### config.mk
export PLATFORM = sky130hd
export DESIGN_NAME = ins_check_queue_flat
export DESIGN_NICKNAME = d
export VERILOG_FILES = /design/src/rtl/ins_check_queue_pkg.sv /design/src/rtl/ins_check_queue_if.sv /design/src/rtl/ins_check_queue_fifo.sv /design/src/rtl/ins_check_queue.sv /design/src/flat_wrapper.sv
export SDC_FILE = /design/constraint.sdc
export NUM_CORES = 1
export LEC_CHECK = 0
export BUFFER_PORTS_ARGS = -buffer_cell sky130_fd_sc_hd__buf_4
export CAP_MARGIN = 40
export CORE_ASPECT_RATIO = 1.4
export CORE_MARGIN = 8
export CORE_UTILIZATION = 40
export CTS_CLUSTER_DIAMETER = 120
export DETAILED_ROUTE_END_ITERATION = 8
export PLACE_DENSITY = 0.66
export SYNTH_ARGS = -nofsm -noshare
export SYNTH_HDL_FRONTEND = slang
export SYNTH_SLANG_ARGS = --single-unit
### constraint.sdc
create_clock -name clock -period 8.7 [get_ports clock]
set_input_delay 0.435 -clock clock [delete_from_list [all_inputs] [get_ports clock]]
set_output_delay 0.435 -clock clock [all_outputs]
set_load 0.01 [all_outputs]
### src/rtl/ins_check_queue_pkg.sv
// Shared types and constants for the fetch-stage instruction checker.
// Control words carry the prefix 6'b111111 followed by a 2-bit subcode.
package ins_check_pkg;

  typedef enum logic [1:0] {
    IDLE = 2'd0,
    RUN  = 2'd1,
    HALT = 2'd2,
    DONE = 2'd3
  } run_state_t;

  localparam logic [5:0] CTRL_PREFIX = 6'b111111;
  localparam logic [1:0] SUB_START   = 2'b10;
  localparam logic [1:0] SUB_STOP    = 2'b11;
  localparam logic [1:0] SUB_END     = 2'b00;
  localparam logic [1:0] SUB_RSVD    = 2'b01;

endpackage

### src/rtl/ins_check_queue_if.sv
// Instruction handshake bundle: fetch side (ins_in/valid/ready_out) and
// control-unit side (ins_out/valid_out/ready_in).
// The checker uses the slave modport; the fetch/CU environment uses master.
interface ins_check_queue_if #(
  parameter int BUS_W = 32
) ();

  logic [BUS_W-1:0] ins_in;
  logic             ins_valid_in;
  logic             ins_ready_out;
  logic [BUS_W-1:0] ins_out;
  logic             ins_valid_out;
  logic             ins_ready_in;

  modport master (
    output ins_in, ins_valid_in, ins_ready_in,
    input  ins_ready_out, ins_out, ins_valid_out
  );

  modport slave (
    input  ins_in, ins_valid_in, ins_ready_in,
    output ins_ready_out, ins_out, ins_valid_out
  );

endinterface

### src/rtl/ins_check_queue_fifo.sv
// Synchronous FIFO for ordinary instructions. Pointers carry one extra
// wrap bit so full and empty are distinguished without a counter.
// The head is read combinationally so a word pushed into an empty FIFO
// is visible on the very next cycle.
module ins_fifo #(
  parameter int BUS_W = 32,
  parameter int DEPTH = 4
) (
  input  logic             clock,
  input  logic             reset_n,
  input  logic             push,
  input  logic             pop,
  input  logic             flush,
  input  logic [BUS_W-1:0] din,
  output logic             full,
  output logic             empty,
  output logic [BUS_W-1:0] head
);

  localparam int AW = $clog2(DEPTH);
  localparam logic [AW:0] PTR_ONE = (AW+1)'(1);

  logic [AW:0]      wr_ptr_q, wr_ptr_d;
  logic [AW:0]      rd_ptr_q, rd_ptr_d;
  logic [BUS_W-1:0] mem_q [DEPTH];

  assign empty = (wr_ptr_q == rd_ptr_q);
  assign full  = (wr_ptr_q[AW] != rd_ptr_q[AW]) &&
                 (wr_ptr_q[AW-1:0] == rd_ptr_q[AW-1:0]);
  assign head  = mem_q[rd_ptr_q[AW-1:0]];

  // Next pointers: flush wins over any push/pop in the same cycle.
  always_comb begin
    wr_ptr_d = wr_ptr_q;
    rd_ptr_d = rd_ptr_q;
    if (flush) begin
      wr_ptr_d = '0;
      rd_ptr_d = '0;
    end else begin
      if (push && !full)  wr_ptr_d = wr_ptr_q + PTR_ONE;
      if (pop  && !empty) rd_ptr_d = rd_ptr_q + PTR_ONE;
    end
  end

  // Pointer registers; reset empties the queue.
  always_ff @(posedge clock or negedge reset_n) begin
    if (!reset_n) begin
      wr_ptr_q <= '0;
      rd_ptr_q <= '0;
    end else begin
      wr_ptr_q <= wr_ptr_d;
      rd_ptr_q <= rd_ptr_d;
    end
  end

  // Storage array; contents are don't-care until written.
  always_ff @(posedge clock) begin
    if (push && !full && !flush) mem_q[wr_ptr_q[AW-1:0]] <= din;
  end

endmodule

### src/rtl/ins_check_queue.sv
// Fetch-stage instruction checker. Control words (prefix 6'b111111) drive
// the run-control FSM; ordinary words are queued and issued to the CU.
// Optional build macro INS_ILLEGAL_DETECT_EN adds a sticky illegal_out flag
// for reserved control words and for ordinary words arriving in DONE.
module ins_check_queue
  import ins_check_pkg::*;
#(
  parameter int BUS_W      = 32,
  parameter int SIG_W      = 19,
  parameter int DEPTH      = 4,
  parameter int COMM_PULSE = 2
) (
  input  logic             clock,
  input  logic             reset_n,
  ins_check_queue_if.slave bus,
  output logic [SIG_W-1:0] signal_out,
  output logic             pc_choice_out,
  output logic             cu_enable_out,
  output logic             communication_enable_out,
  output logic [1:0]       state_out
`ifdef INS_ILLEGAL_DETECT_EN
  ,
  output logic             illegal_out
`endif
);

  localparam int PW = $clog2(COMM_PULSE + 1);

  run_state_t       state_q, state_d;
  logic [SIG_W-1:0] signal_q, signal_d;
  logic             pc_choice_q, pc_choice_d;
  logic             comm_hold_q, comm_hold_d;
  logic [PW-1:0]    pulse_cnt_q, pulse_cnt_d;

  logic             fifo_full, fifo_empty, fifo_flush;
  logic [BUS_W-1:0] fifo_head;
  logic             ready, accept, is_ctrl, ctrl_acc, ord_acc;
  logic             push, pop, issue_valid;
  logic [1:0]       sub;
  logic [SIG_W-1:0] field;

  // Ready depends only on registered state, never on ins_ready_in.
  assign ready       = (state_q == DONE) || !fifo_full;
  assign accept      = bus.ins_valid_in && ready;
  assign is_ctrl     = (bus.ins_in[BUS_W-1 -: 6] == CTRL_PREFIX);
  assign sub         = bus.ins_in[BUS_W-7 -: 2];
  assign field       = bus.ins_in[BUS_W-7 -: SIG_W];
  assign ctrl_acc    = accept && is_ctrl;
  assign ord_acc     = accept && !is_ctrl;
  assign push        = ord_acc && (state_q != DONE);
  assign issue_valid = (state_q == RUN) && !fifo_empty;
  assign pop         = issue_valid && bus.ins_ready_in;

  assign bus.ins_ready_out = ready;
  assign bus.ins_valid_out = issue_valid;
  assign bus.ins_out       = fifo_empty ? '0 : fifo_head;

  assign signal_out               = signal_q;
  assign pc_choice_out            = pc_choice_q;
  assign cu_enable_out            = (state_q == RUN);
  assign communication_enable_out = comm_hold_q || (pulse_cnt_q != '0);
  assign state_out                = state_q;

  ins_fifo #(
    .BUS_W (BUS_W),
    .DEPTH (DEPTH)
  ) u_fifo (
    .clock   (clock),
    .reset_n (reset_n),
    .push    (push),
    .pop     (pop),
    .flush   (fifo_flush),
    .din     (bus.ins_in),
    .full    (fifo_full),
    .empty   (fifo_empty),
    .head    (fifo_head)
  );

  // Run-control next state: control words act on the following cycle.
  always_comb begin
    state_d     = state_q;
    signal_d    = signal_q;
    pc_choice_d = pc_choice_q;
    comm_hold_d = comm_hold_q;
    pulse_cnt_d = (pulse_cnt_q != '0) ? pulse_cnt_q - PW'(1) : '0;
    fifo_flush  = 1'b0;

    // The held strobe drops once the first instruction reaches the CU.
    if (pop) comm_hold_d = 1'b0;

    if (ctrl_acc) begin
      case (sub)
        SUB_START: begin
          signal_d = field;
          if (state_q == IDLE || state_q == HALT) begin
            state_d     = RUN;
            pc_choice_d = 1'b0;
            comm_hold_d = 1'b1;
          end
        end
        SUB_STOP: begin
          signal_d = field;
          if (state_q != DONE) begin
            pulse_cnt_d = PW'(COMM_PULSE);
            comm_hold_d = 1'b0;
            if (state_q == RUN) state_d = HALT;
          end
        end
        SUB_END: begin
          signal_d = field;
          if (state_q != DONE) begin
            state_d     = DONE;
            fifo_flush  = 1'b1;
            comm_hold_d = 1'b1;
            pulse_cnt_d = '0;
          end
        end
        default: begin
        end
      endcase
    end
  end

  // Run-control registers.
  always_ff @(posedge clock or negedge reset_n) begin
    if (!reset_n) begin
      state_q     <= IDLE;
      signal_q    <= '0;
      pc_choice_q <= 1'b1;
      comm_hold_q <= 1'b0;
      pulse_cnt_q <= '0;
    end else begin
      state_q     <= state_d;
      signal_q    <= signal_d;
      pc_choice_q <= pc_choice_d;
      comm_hold_q <= comm_hold_d;
      pulse_cnt_q <= pulse_cnt_d;
    end
  end

`ifdef INS_ILLEGAL_DETECT_EN
  logic illegal_q, illegal_d;

  assign illegal_out = illegal_q;

  // Sticky flag for reserved control words and ordinary words after end.
  always_comb begin
    illegal_d = illegal_q;
    if ((ctrl_acc && sub == SUB_RSVD) || (ord_acc && state_q == DONE))
      illegal_d = 1'b1;
  end

  // Illegal flag register, cleared only by reset.
  always_ff @(posedge clock or negedge reset_n) begin
    if (!reset_n) illegal_q <= 1'b0;
    else          illegal_q <= illegal_d;
  end
`endif

endmodule

### src/flat_wrapper.sv
// flat-port wrapper written by rule: the top's interface ports become plain ports
module ins_check_queue_flat import ins_check_pkg::*;
#(
  parameter int BUS_W      = 32,
  parameter int SIG_W      = 19,
  parameter int DEPTH      = 4,
  parameter int COMM_PULSE = 2
)
  (clock, reset_n, signal_out, pc_choice_out, cu_enable_out, communication_enable_out, state_out, bus_ins_in, bus_ins_valid_in, bus_ins_ready_in, bus_ins_ready_out, bus_ins_out, bus_ins_valid_out);
  ins_check_queue_if #(.BUS_W(BUS_W)) bus_i ();
  input  logic clock;
  input  logic reset_n;
  output logic [SIG_W-1:0] signal_out;
  output logic pc_choice_out;
  output logic cu_enable_out;
  output logic communication_enable_out;
  output logic [1:0] state_out;
  input wire logic [$bits(bus_i.ins_in)-1:0] bus_ins_in;
  input wire logic [$bits(bus_i.ins_valid_in)-1:0] bus_ins_valid_in;
  input wire logic [$bits(bus_i.ins_ready_in)-1:0] bus_ins_ready_in;
  output wire logic [$bits(bus_i.ins_ready_out)-1:0] bus_ins_ready_out;
  output wire logic [$bits(bus_i.ins_out)-1:0] bus_ins_out;
  output wire logic [$bits(bus_i.ins_valid_out)-1:0] bus_ins_valid_out;
  assign bus_i.ins_in = bus_ins_in;
  assign bus_i.ins_valid_in = bus_ins_valid_in;
  assign bus_i.ins_ready_in = bus_ins_ready_in;
  assign bus_ins_ready_out = bus_i.ins_ready_out;
  assign bus_ins_out = bus_i.ins_out;
  assign bus_ins_valid_out = bus_i.ins_valid_out;
  ins_check_queue #(.BUS_W(BUS_W), .SIG_W(SIG_W), .DEPTH(DEPTH), .COMM_PULSE(COMM_PULSE)) u_core (.clock(clock), .reset_n(reset_n), .bus(bus_i), .signal_out(signal_out), .pc_choice_out(pc_choice_out), .cu_enable_out(cu_enable_out), .communication_enable_out(communication_enable_out), .state_out(state_out));
endmodule
# --- After elaboration in Yosys (flattened, before gate mapping) ---
# Memory sizes are Yosys's and may differ from the RTL's.
# Cells that the tools add are included.
totals:
  reg_bits: 31
  output_inout_bits: 58
  memories: 1
  ram_bits: 128
  word_cells: 78
op_classes:
  n_mux: 26
  addsub: 3
  n_eq_ne: 14
  reduce_logical: 27
memory_table:
  columns: ["name", "words", "word_bits", "rd", "rd_clocked_by_memory_dff", "write_ports", "line_no", "rtl"]
  rows:
  - ["u_core.u_fifo.mem_q", 4, 32, 1, 0, 1, "ins_check_queue_fifo.sv:25", "logic [BUS_W-1:0] mem_q [DEPTH];"]
ops:
  columns: ["cell", "count"]
  rows:
  - ["2-to-1 mux 32 bit", 1]
  - ["2-to-1 mux 2 bit", 8]
  - ["2-to-1 mux 3 bit", 4]
  - ["logical AND 1 bit", 10]
  - ["2-to-1 mux 1 bit", 10]
  - ["equality test 2 bit (second input constant)", 4]
  - ["adder 3 x 1 -> 3 bit (second input constant)", 2]
  - ["equality test 6 bit (second input constant)", 1]
  - ["!= test 2 x 1 -> 1 bit (second input constant)", 3]
  - ["case mux 2 bit (3 select lines)", 1]
  - ["AND reduction 6 bit", 1]
  - ["nonzero test 2 bit", 3]
  - ["zero test 1 bit", 4]
  - ["zero test 2 bit", 2]
  - ["!= test 2 bit (second input constant)", 2]
  - ["case mux 2 bit (2 select lines)", 1]
  - ["equality test 3 bit", 1]
  - ["logical OR 1 bit", 3]
  - ["case mux 1 bit (3 select lines)", 1]
  - ["AND reduction 3 bit", 1]
  - ["nonzero test 3 bit", 1]
  - ["OR reduction 3 bit", 1]
  - ["equality test 2 x 1 -> 1 bit (second input constant)", 1]
  - ["equality test 2 bit", 1]
  - ["other kinds (3)", 3]

# --- Logic depth before layout (Yosys ltp) ---
# Gate-level depths: netlist of run 1.
logic_depth:
  depth_word: 11
  depth_mapped: 6
  ltp_nobuf: 6

# --- Cells and area by module ---
# A second synthesis of run 1 with hierarchy kept.
unflattened:
  cells_unflattened: 364
  area_unflattened_um2: 6586.3
modules_own_cells:
  columns: ["mod", "seq_area_each_um2", "n_inst", "cells_each", "area_each_um2"]
  rows:
  - ["ins_fifo", 3993.8, 1, 235, 5181.2]
  - ["ins_check_queue", 626.9, 1, 129, 1405.1]

# --- Worst setup path after synthesis of run 1 ---
# Ideal clock, no wire load.
synth_timing:
  path_kind: "register -> register"
  startpoint: "reg u_core.u_fifo.rd_ptr_q[0]"
  endpoint: "mem u_core.u_fifo.mem_q[3][0] (enable)"
  slack_ns: 5.104
  t_arrival_ns: 3.135
  required_ns: 8.239
  synth_period_minus_slack_ns: 3.596
  stages_incl_launch_ff: 5
  path_buffers: 1
  cell_sequence: "dfrtp_1 -> buf_4 -> xnor2_2 -> and3_4 -> nor3_1"
synth_via:
  elab_chain_cells: 11
synth_lines:
  columns: ["element", "line_no", "rtl"]
  rows:
  - ["start, declared", "ins_check_queue_fifo.sv:24", "logic [AW:0] rd_ptr_q, rd_ptr_d;"]
  - ["start signal, assigned", "ins_check_queue_fifo.sv:52", "rd_ptr_q <= rd_ptr_d;"]
  - ["equality test 2 bit (*)", "ins_check_queue_fifo.sv:29", "(wr_ptr_q[AW-1:0] == rd_ptr_q[AW-1:0]);"]
  - ["logical AND 1 bit (*)", "ins_check_queue_fifo.sv:28", "assign full = (wr_ptr_q[AW] != rd_ptr_q[AW]) &&"]
  - ["zero test 1 bit (*)", "ins_check_queue_fifo.sv:58, ins_check_queue.sv:43", null]
  - ["logical OR 1 bit", "ins_check_queue.sv:43", "assign ready = (state_q == DONE) || !fifo_full;"]
  - ["logical AND 1 bit", "ins_check_queue.sv:44", "assign accept = bus.ins_valid_in && ready;"]
  - ["logical AND 1 bit (on tied branches)", "ins_check_queue.sv:48, ins_check_queue.sv:49", null]
  - ["2-to-1 mux 1 bit / logical AND 1 bit (equally long branches)", "ins_check_queue.sv:91, ins_check_queue.sv:50", null]
  - ["zero test 1 bit / logical AND 1 bit (equally long branches)", "ins_check_queue_fifo.sv:58", "if (push && !full && !flush) mem_q[wr_ptr_q[AW-1:0]] <= din;"]
  - ["logical AND 1 bit (*)", "ins_check_queue_fifo.sv:58", null]
  - ["2-to-1 mux 1 bit (*)", "ins_check_queue_fifo.sv:58", null]
  - ["2-to-1 mux 1 bit (implied by the code) (*)", "ins_check_queue_fifo.sv:58", null]
  - ["end, declared", "ins_check_queue_fifo.sv:25", null]
# Mark *: on every way between the ends. The rest lies on a longest branch, timed or not.

# --- Worst setup path in the final report of run 1 ---
layout_timing:
  startpoint: "reg u_core.u_fifo.rd_ptr_q[0]"
  endpoint: "out bus_ins_out[27]"
layout_via:
  elab_chain_cells: 2
layout_lines:
  columns: ["element", "line_no", "rtl"]
  rows:
  - ["memory (4 x 32 bit) / equality test 3 bit (equally long branches)", null, null]
  - ["2-to-1 mux 32 bit (*)", "ins_check_queue.sv:56", "assign bus.ins_out = fifo_empty ? '0 : fifo_head;"]
  - ["end, declared", "flat_wrapper.sv:22", "output wire logic [$bits(bus_i.ins_out)-1:0] bus_ins_out;"]
# Marked as above.

==> results by group, run 1 <==
Global route
  • First-pass GRT wire length: 21500 um
  • Pin count of the biggest net entering global routing: 32
  • Initial antenna violation count: 0
  • Vias in the first global route: 3793
  • Tot GR Track Use: between 10 and 15%
  • GR Overflow Total: 0

Worst setup path
  • Crit Path Class: reg2out
  • Most used cell, CP: buf_4
  • Startpoint types: flip-flop
  • CP peak stage delay: 0.58 ns
  • Crit-path cells: buf_4 > mux4_2 > and2b_1 > buf_4
  • Slowest stage cell on the critical path: mux4_2
  • CP required: 8.27 ns
  • Crit end category: primary output
  • Crit Path Max Fanout: 29
  • Critical path arrival: 2.48 ns

Clock network
  • Clock sinks: roughly 160
  • CTS H-tree lvls: 4
  • CTS tree: built
  • Reg clk slew, reported paths: 0.06 ns
  • Worst skew pair latency: about 0.42 ns
  • Hold buffers post-CTS: 1
  • CTS buffer count: 17
  • PostCTS Resize Cnt: 0
  • Postcts setup bufs: 0
  • Clock Path Buffers: 2
  • Root Buffer: clkbuf_16

Pwr
  • Sw Pwr: 0.000713 W
  • Switching share of power: between 20 and 30%
  • Internal power: 0.00171 W
  • Pwr per Cell Area: 299 mW/mm^2
  • Pleak: 3.12 nW
  • Maximum vdd drop: 0.000123 V
  • Share of power burned in the clock network: between 20% and 30%
  • Sequential Power Share: 37.3%
  • Combinational power share: 33.7%

Finish
  • Ant diodes: 0
  • Cell Count, Final, Fillers Out: 661
  • Layout cells sized above 1: 42.6%
  • Fillers: 1365
  • Nets: a little under 500
  • P&R area growth vs syn: 24.0%
  • Fin area: between 0.008 and 0.009 sq mm

Drt
  • Total Routed Length: 13700 um
  • Drt first pass iters: 4
  • Initial DRC Count: approximately 160
  • Vias: 3418
  • DRC errors left: 0
  • Vias per cell: 5.17
  • Wire length per cell: 20.8 um
  • Antenna viol nets, final: 0

Place
  • Area after DPL: approximately 0.0076 sq mm
  • Dpl cells: 628
  • IO buf count: 93
  • Post-DP HPWL: 9110 um
  • GPL Wtd Cong: roughly 0.82

Yosys
  • Mean post-synth cell area: 19.3 sq um
  • Yosys cell types: 45
  • Number of flops mapped to enable cells by yosys: between 100 and 150
  • YS warnings: 0
  • Top FF cell, synth: edfxtp_1
  • Mapped Area: 0.00655 sq mm
  • Mapped Nets: 386
  • Seq cells post-synth: 159
  • Gate Count Post-Synth: 340
  • Seq/Total Area, Yosys: a little over two thirds
  • Fraction of registers with async set/reset: 19.5%

Timing
  • Skew final: 0.00824 ns
  • Total negative setup slack: 0 ns
  • Final hold violations: 0
  • Max Clk Rate: approximately 0.34 GHz
  • Period utilisation layout: 33.6%
  • Rel. slew slack: 51.7%
  • Worst slew pin tran: just over 0.7 ns
  • Post-layout min period: 2.92 ns
  • Pins Over Slew Limit: 0
  • RSZ-0062 raised after global routing: false
  • Final setup fails: 0

Floorplanning
  • Die X: 124 um
  • Die H: 167 um
  • IO Pins: 94
  • Placement Rows: 55
  • DIE AREA: 0.0208 sq mm
  • Total core area: 0.0161 sq mm
  • Initial core utilization: approximately two fifths

Worst hold path
  • Hold WC Path Type: in2reg

Run status
  • Status: finished, final reports clean

Run
  • Max-Cap Viols: 0
[sequential cells by signal, summed over array words and instances, names as in the netlist]
register and flops:
u_core.u_fifo.mem_q 128, u_core.signal_out 19, u_core.u_fifo.rd_ptr_q 3, u_core.u_fifo.wr_ptr_q 3, u_core.pulse_cnt_q 2, u_core.state_out 2
u_core.comm_hold_q 1, u_core.pc_choice_out 1
[critical path, delay by kind of cell (launching register included)]
kind          cells  cell delay, ns
buf+inv           2            0.71
flops             1            0.56
mux               1            0.58
simple gates      1            0.20
[routing by layer]
metal / vias up / share of wire [%] / GRT usage, %
li1: 1546 / - / -
met1: 1769 / 39 / 15.4
met2: 83 / 55 / 24.6
met3: 20 / 4.1 / 3.60
met4: 0 / 1.7 / 5.04
met5: - / 0 / 0
[layout make-up]
type | instances | area [sq um] | share of cell area (%)
multi-input cells | 157 | 1820 | 22.4
clock buffers | 21 | 440 | 5.43
flip-flops and latches | 159 | 4620 | 57.0
inverters | 11 | 41.3 | 0.509
repair buffers | 103 | 826 | 10.2
well taps | 199 | 249 | 3.07
clock inverters | 11 | 116 | 1.43
[power by group through the flow]
stage               registers (W)  clock network [W]  logic, W
finish                   0.000905           0.000703  0.000818
floorplan                0.000898                  0  0.000482
CTS                      0.000905           0.000716  0.000843
global route             0.000910           0.000746  0.000890
global placement         0.000932                  0  0.000798
detailed placement       0.000921                  0  0.000840
[cell usage after synthesis (2+ instances only)]
| cell | instances | area (sq um) |
|---|---|---|
| edfxtp_1 | 128 | 3840 |
| ha_1 | 10 | 125 |
| a32oi_1 | 2 | 17.5 |
| and2b_1 | 20 | 150 |
| buf_2 | 3 | 15.0 |
| nor2b_1 | 12 | 75.1 |
| o2bb2ai_1 | 2 | 17.5 |
| clkbuf_1 | 7 | 26.3 |
| nand3_1 | 6 | 30.0 |
| buf_4 | 2 | 15.0 |
| o21ai_0 | 2 | 10.0 |
| mux2i_1 | 3 | 30.0 |
| nand4_1 | 2 | 12.5 |
| mux2_2 | 10 | 113 |
| and2_1 | 4 | 25.0 |
| mux4_2 | 32 | 721 |
| nand2_1 | 2 | 7.51 |
| nor2_1 | 8 | 30.0 |
| a41oi_1 | 3 | 26.3 |
| xnor2_2 | 2 | 32.5 |
| dfrtp_1 | 30 | 751 |
| mux2_4 | 10 | 150 |
| nor3_1 | 4 | 20.0 |
| nand2b_1 | 2 | 12.5 |
| inv_1 | 11 | 41.3 |
| xnor2_1 | 2 | 17.5 |
| xor2_1 | 2 | 17.5 |
| o31ai_1 | 2 | 15.0 |
[final timing paths]
path	from	endpoint	slack, ns	cells after the start
setup / recovery	u_core.u_fifo.rd_ptr_q[0]$_DFFE_PN0P_	bus_ins_out[27]	5.78	4
setup reg to reg	u_core.u_fifo.rd_ptr_q[1]$_DFFE_PN0P_	u_core.u_fifo.mem_q[1][28]$_DFFE_PP_	6.16	5
hold / removal	bus_ins_in[1]	u_core.u_fifo.mem_q[3][1]$_DFFE_PP_	0.22	1
min in group asynchronous	reset_n	u_core.signal_out[7]$_DFFE_PN0P_	0.52	2
max in group asynchronous	reset_n	u_core.u_fifo.rd_ptr_q[1]$_DFFE_PN0P_	7.82	2
hold reg to reg	u_core.pc_choice_out$_DFFE_PN1P_	u_core.pc_choice_out$_DFFE_PN1P_	0.45	2
[placed cells by master, fill, tap and decap left out, types with 2 or more instances in the layout]
cell type  instances
clkinv_4           2
xnor2_2            2
xnor2_1            2
o2bb2ai_1          2
edfxtp_1         128
nand3_1            6
nor3_2             3
clkinv_1           2
xor2_1             2
bufinv_16          2
nor3_1             2
mux2i_1            3
dfrtp_2            2
clkbuf_1           4
nand2_1            2
clkbuf_16         17
nand2b_1           2
o21ai_0            2
clkinv_2           3
buf_4             98
mux2_4            10
mux4_2            32
buf_12             4
inv_1             11
and2b_1           20
mux2_2            10
a41oi_1            3
and2_2             3
a32oi_1            2
nand4_1            2
nor2_1             8
ha_1              10
nor2b_1           12
o31ai_1            2
dfrtp_1           28
[per-stage QoR]
step	setup WS, ns	power (W)	utilization, %	hold slack (ns)
6_report	5.78	0.00243	50.4	0.217
5_1_grt	5.60	0.00255	50.4	0.206
4_1_cts	5.70	0.00246	50.4	0.207
3_5_place_dp	6.15	0.00176	46.9	0.429
3_3_place_gp	5.42	0.00173	46.3	0.423
2_1_floorplan	5.10	0.00138	-	0.139
[logic make-up after synthesis]
logic type                 count (synthesis)  synth area share, %
xor gates and xnor gates                   7                 1.28
AOI/OAI and AO/OA                         17                 2.14
DFF                                      159                 70.6
muxes                                     55                 15.5
and+or+nand+nor                           68                 6.80
buffers and inverters                     24                 1.80
adders and majority gates                 10                 1.91
Note: power is estimated with default switching activity, not from simulation.
==> run 2, diff against run 1 <==
ABC_AREA = 1   (was default)
PLACE_DENSITY = 0.68   (was 0.66)
clock period = 2.6 ns   (was 8.7 ns; I/O delays follow)
==> results by group, run 2 <==
Place
  • Area after DPL: 0.00771 sq mm (+2.1%)
  • Post-DP HPWL: 10600 um (+17%)
  • GPL Wtd Cong: 0.797 (-2.8%)
  • IO buf count: 93 (unchanged)

Timing
  • Max Clk Rate: 0.418 GHz
  • Skew final: 0.00659 ns (-0.00165 ns)
  • Worst slew pin tran: 0.573 ns (-0.144 ns)
  • Hold_ws: 0.119 ns (-0.0986 ns)
  • Pins Over Slew Limit: 0 (unchanged)
  • Final hold violations: 0 (unchanged)
  • Rel. slew slack: 61.6% (+9.9 points)
  • Period utilisation layout: between 90% and 100%
  • Post-layout min period: about 2.4 ns
  • RSZ-0062 raised after global routing: false
  • Final setup fails: 0 (unchanged)

Floorplanning
  • Initial core utilization: 40.4% (-0.27 points)
  • Die H: 169 um (+1.1%)
  • DIE AREA: 0.0212 sq mm (+2.2%)
  • Die X: 125 um (+1.1%)
  • IO Pins: 94 (unchanged)
  • Total core area: 0.0166 sq mm (+3.1%)
  • Placement Rows: 56 (+1.8%)

Pwr
  • Pleak: 3.71 nW (+19%)
  • Pwr per Cell Area: 1110 mW/mm^2 (+270%)
  • Maximum vdd drop: 0.000625 V (+410%)
  • Tot Pwr: 0.00953 W (+290%)

Worst setup path
  • Crit Path Max Fanout: 17 (-41%)
  • Crit end category: primary output
  • Crit Path Class: reg2out
  • Crit-path cells: inv_1 > nand2_1 > nand2_1 > nand3b_2 > buf_4 > nand2_1 > inv_1 > buf_4
  • Slowest stage cell on the critical path: nand3b_2
  • Critical path arrival: 2.26 ns (-0.22 ns)
  • Worst r2r path cells: 8 (+3)
  • Startpoint types: flip-flop
  • CP peak stage delay: 0.60 ns (+0.02 ns)
  • CP required: 2.47 ns (-5.80 ns)
  • Most used cell, CP: nand2_1

Finish
  • Ant diodes: 0 (unchanged)
  • Most frequent cells in the layout: edfxtp_1, buf_4, nand2_1
  • Max reg flops: 128 (unchanged)
  • P&R area growth vs syn: 28.5%
  • Fin util: 51.9% (+1.5 points)
  • Leading cell type in the layout, fill and taps excluded: edfxtp_1
  • Nets: 777 (+57%)
  • Layout cells sized above 1: 21.0% (-22 points)
  • Fin area: 0.00861 sq mm (+6.1%)

Drt
  • Initial DRC Count: 370 (+140%)
  • DRC errors left: 0 (unchanged)
  • Total Routed Length: 16100 um (+17%)
  • Antenna viol nets, final: 0 (unchanged)
  • Vias per cell: 5.07 (-2.0%)
  • Wire length per cell: 17.0 um (-18%)
  • Drt first pass iters: 4 (unchanged)
  • Vias: 4797 (+40%)

Clock network
  • CTS tree: built
  • Worst skew pair latency: 0.42 ns (about the same)
  • CTS H-tree lvls: 4 (unchanged)
  • Clock sinks: 159 (unchanged)
  • Postcts setup bufs: 0 (unchanged)
  • Root Buffer: clkbuf_16
  • CTS buffer count: 17 (unchanged)
  • Reg clk slew, reported paths: 0.06 ns (about the same)
  • Clock Path Buffers: 2 (unchanged)

Yosys
  • Leading area contributor after synthesis: edfxtp_1
  • Number of flops mapped to enable cells by yosys: 128 (unchanged)
  • Mapped Area: 0.00671 sq mm (+2.4%)
  • Fraction of registers with async set/reset: 19.5% (unchanged)
  • Mapped Nets: 642 (+66%)
  • Top FF cell, synth: edfxtp_1
  • Most instantiated cells after synthesis: edfxtp_1, nand2_1, o21ai_0, nor2_1, inv_1
  • Synth area leaders: edfxtp_1, dfrtp_1, o21ai_0
  • Yosys cell types: 27 (-40%)
  • Seq cells post-synth: 159 (unchanged)
  • Seq/Total Area, Yosys: 68.9% (-1.7 points)
  • Mean post-synth cell area: 11.3 sq um (-42%)
  • Most common cell in the netlist: edfxtp_1
  • Gate Count Post-Synth: 596 (+75%)
  • Top-area cell type share of the netlist area: 57.3% (-1.4 points)
  • YS warnings: 0 (unchanged)

Worst hold path
  • Hold WC Path Type: in2reg
  • Hold Path Cell Cnt: 5 (+4)

Run
  • Max-Cap Viols: 0 (unchanged)

Global route
  • Pin count of the biggest net entering global routing: 47 (+47%)
  • Initial antenna violation count: 0 (unchanged)
  • GR Overflow Total: 0 (unchanged)
  • Tot GR Track Use: 15.7% (+1.8 points)
  • First-pass GRT wire length: 26100 um (+21%)
  • Vias in the first global route: 5093 (+34%)

Run status
  • Status: finished, final reports clean
[run 2: logic make-up after synthesis]
group / count (synthesis) / share of synthesized area [%]
fa+ha+maj: 10 / 1.87
simple gates: 211 / 13.3
xor+xnor: 3 / 0.504
compound gates: 127 / 10.1
buf+inv: 86 / 5.30
flops: 159 / 68.9
[run 2: worst paths after layout]
path	start	to	slack, ns
min in group asynchronous	reset_n	u_core.signal_out[13]$_DFFE_PN0P_	0.19
setup / recovery	u_core.u_fifo.wr_ptr_q[2]$_DFFE_PN0P_	bus_ins_out[23]	0.21
hold reg to reg	u_core.pc_choice_out$_DFFE_PN1P_	u_core.pc_choice_out$_DFFE_PN1P_	0.48
max in group asynchronous	reset_n	u_core.u_fifo.rd_ptr_q[0]$_DFFE_PN0P_	2.05
setup reg to reg	u_core.u_fifo.wr_ptr_q[2]$_DFFE_PN0P_	u_core.u_fifo.rd_ptr_q[2]$_DFFE_PN0P_	0.54
hold / removal	bus_ins_valid_in	u_core.u_fifo.wr_ptr_q[0]$_DFFE_PN0P_	0.12
[run 2: layout make-up]
| type | count | area (sq um) |
|---|---|---|
| well taps | 203 | 254 |
| clock buffers | 21 | 460 |
| repair buffers | 144 | 1190 |
| clock inverters | 11 | 113 |
| inverters | 58 | 218 |
| flip-flops and latches | 159 | 4620 |
| fillers | 1403 | 7990 |
| multi-input cells | 351 | 1760 |
[run 2: what timing repair did]
item,4_1_cts,5_1_grt
endpoints found under the hold margin,176,0
resized for setup,0,0
hold buffers,33,0
[run 2: routing by layer]
| metal | vias to the layer above | wire length, um | GRT usage, % |
|---|---|---|---|
| met5 | - | 0 | 0 |
| met1 | 2315 | 6190 | 17.4 |
| li1 | 2316 | - | - |
| met4 | 0 | 369 | 7.92 |
| met2 | 143 | 8690 | 27.8 |
| met3 | 23 | 852 | 3.62 |
[run 2: critical path: cells and delay by family (launching register included)]
family / cells / cell delay [ns]
and+or+nand+nor: 4 / 0.84
buffers and inverters: 4 / 0.60
DFF: 1 / 0.41
[run 2: where the power goes]
group,leakage (nW),switching (W),total (W),internal (W)
Sequential,1.58,0.000170,0.00347,0.00330
Clock,0.282,0.000936,0.00239,0.00146
Combinational,1.84,0.00220,0.00367,0.00147
Total,3.71,0.00331,0.00953,0.00622
[run 2: metrics by stage]
step,setup TNS [ns],setup slack (ns),std cells
floorplan,-24.05,-0.188,596
detailed placement,0,0.513,882
finish,0,0.206,947
global route,0,0.0465,947
CTS,0,0.156,947
global placement,0,0.588,882
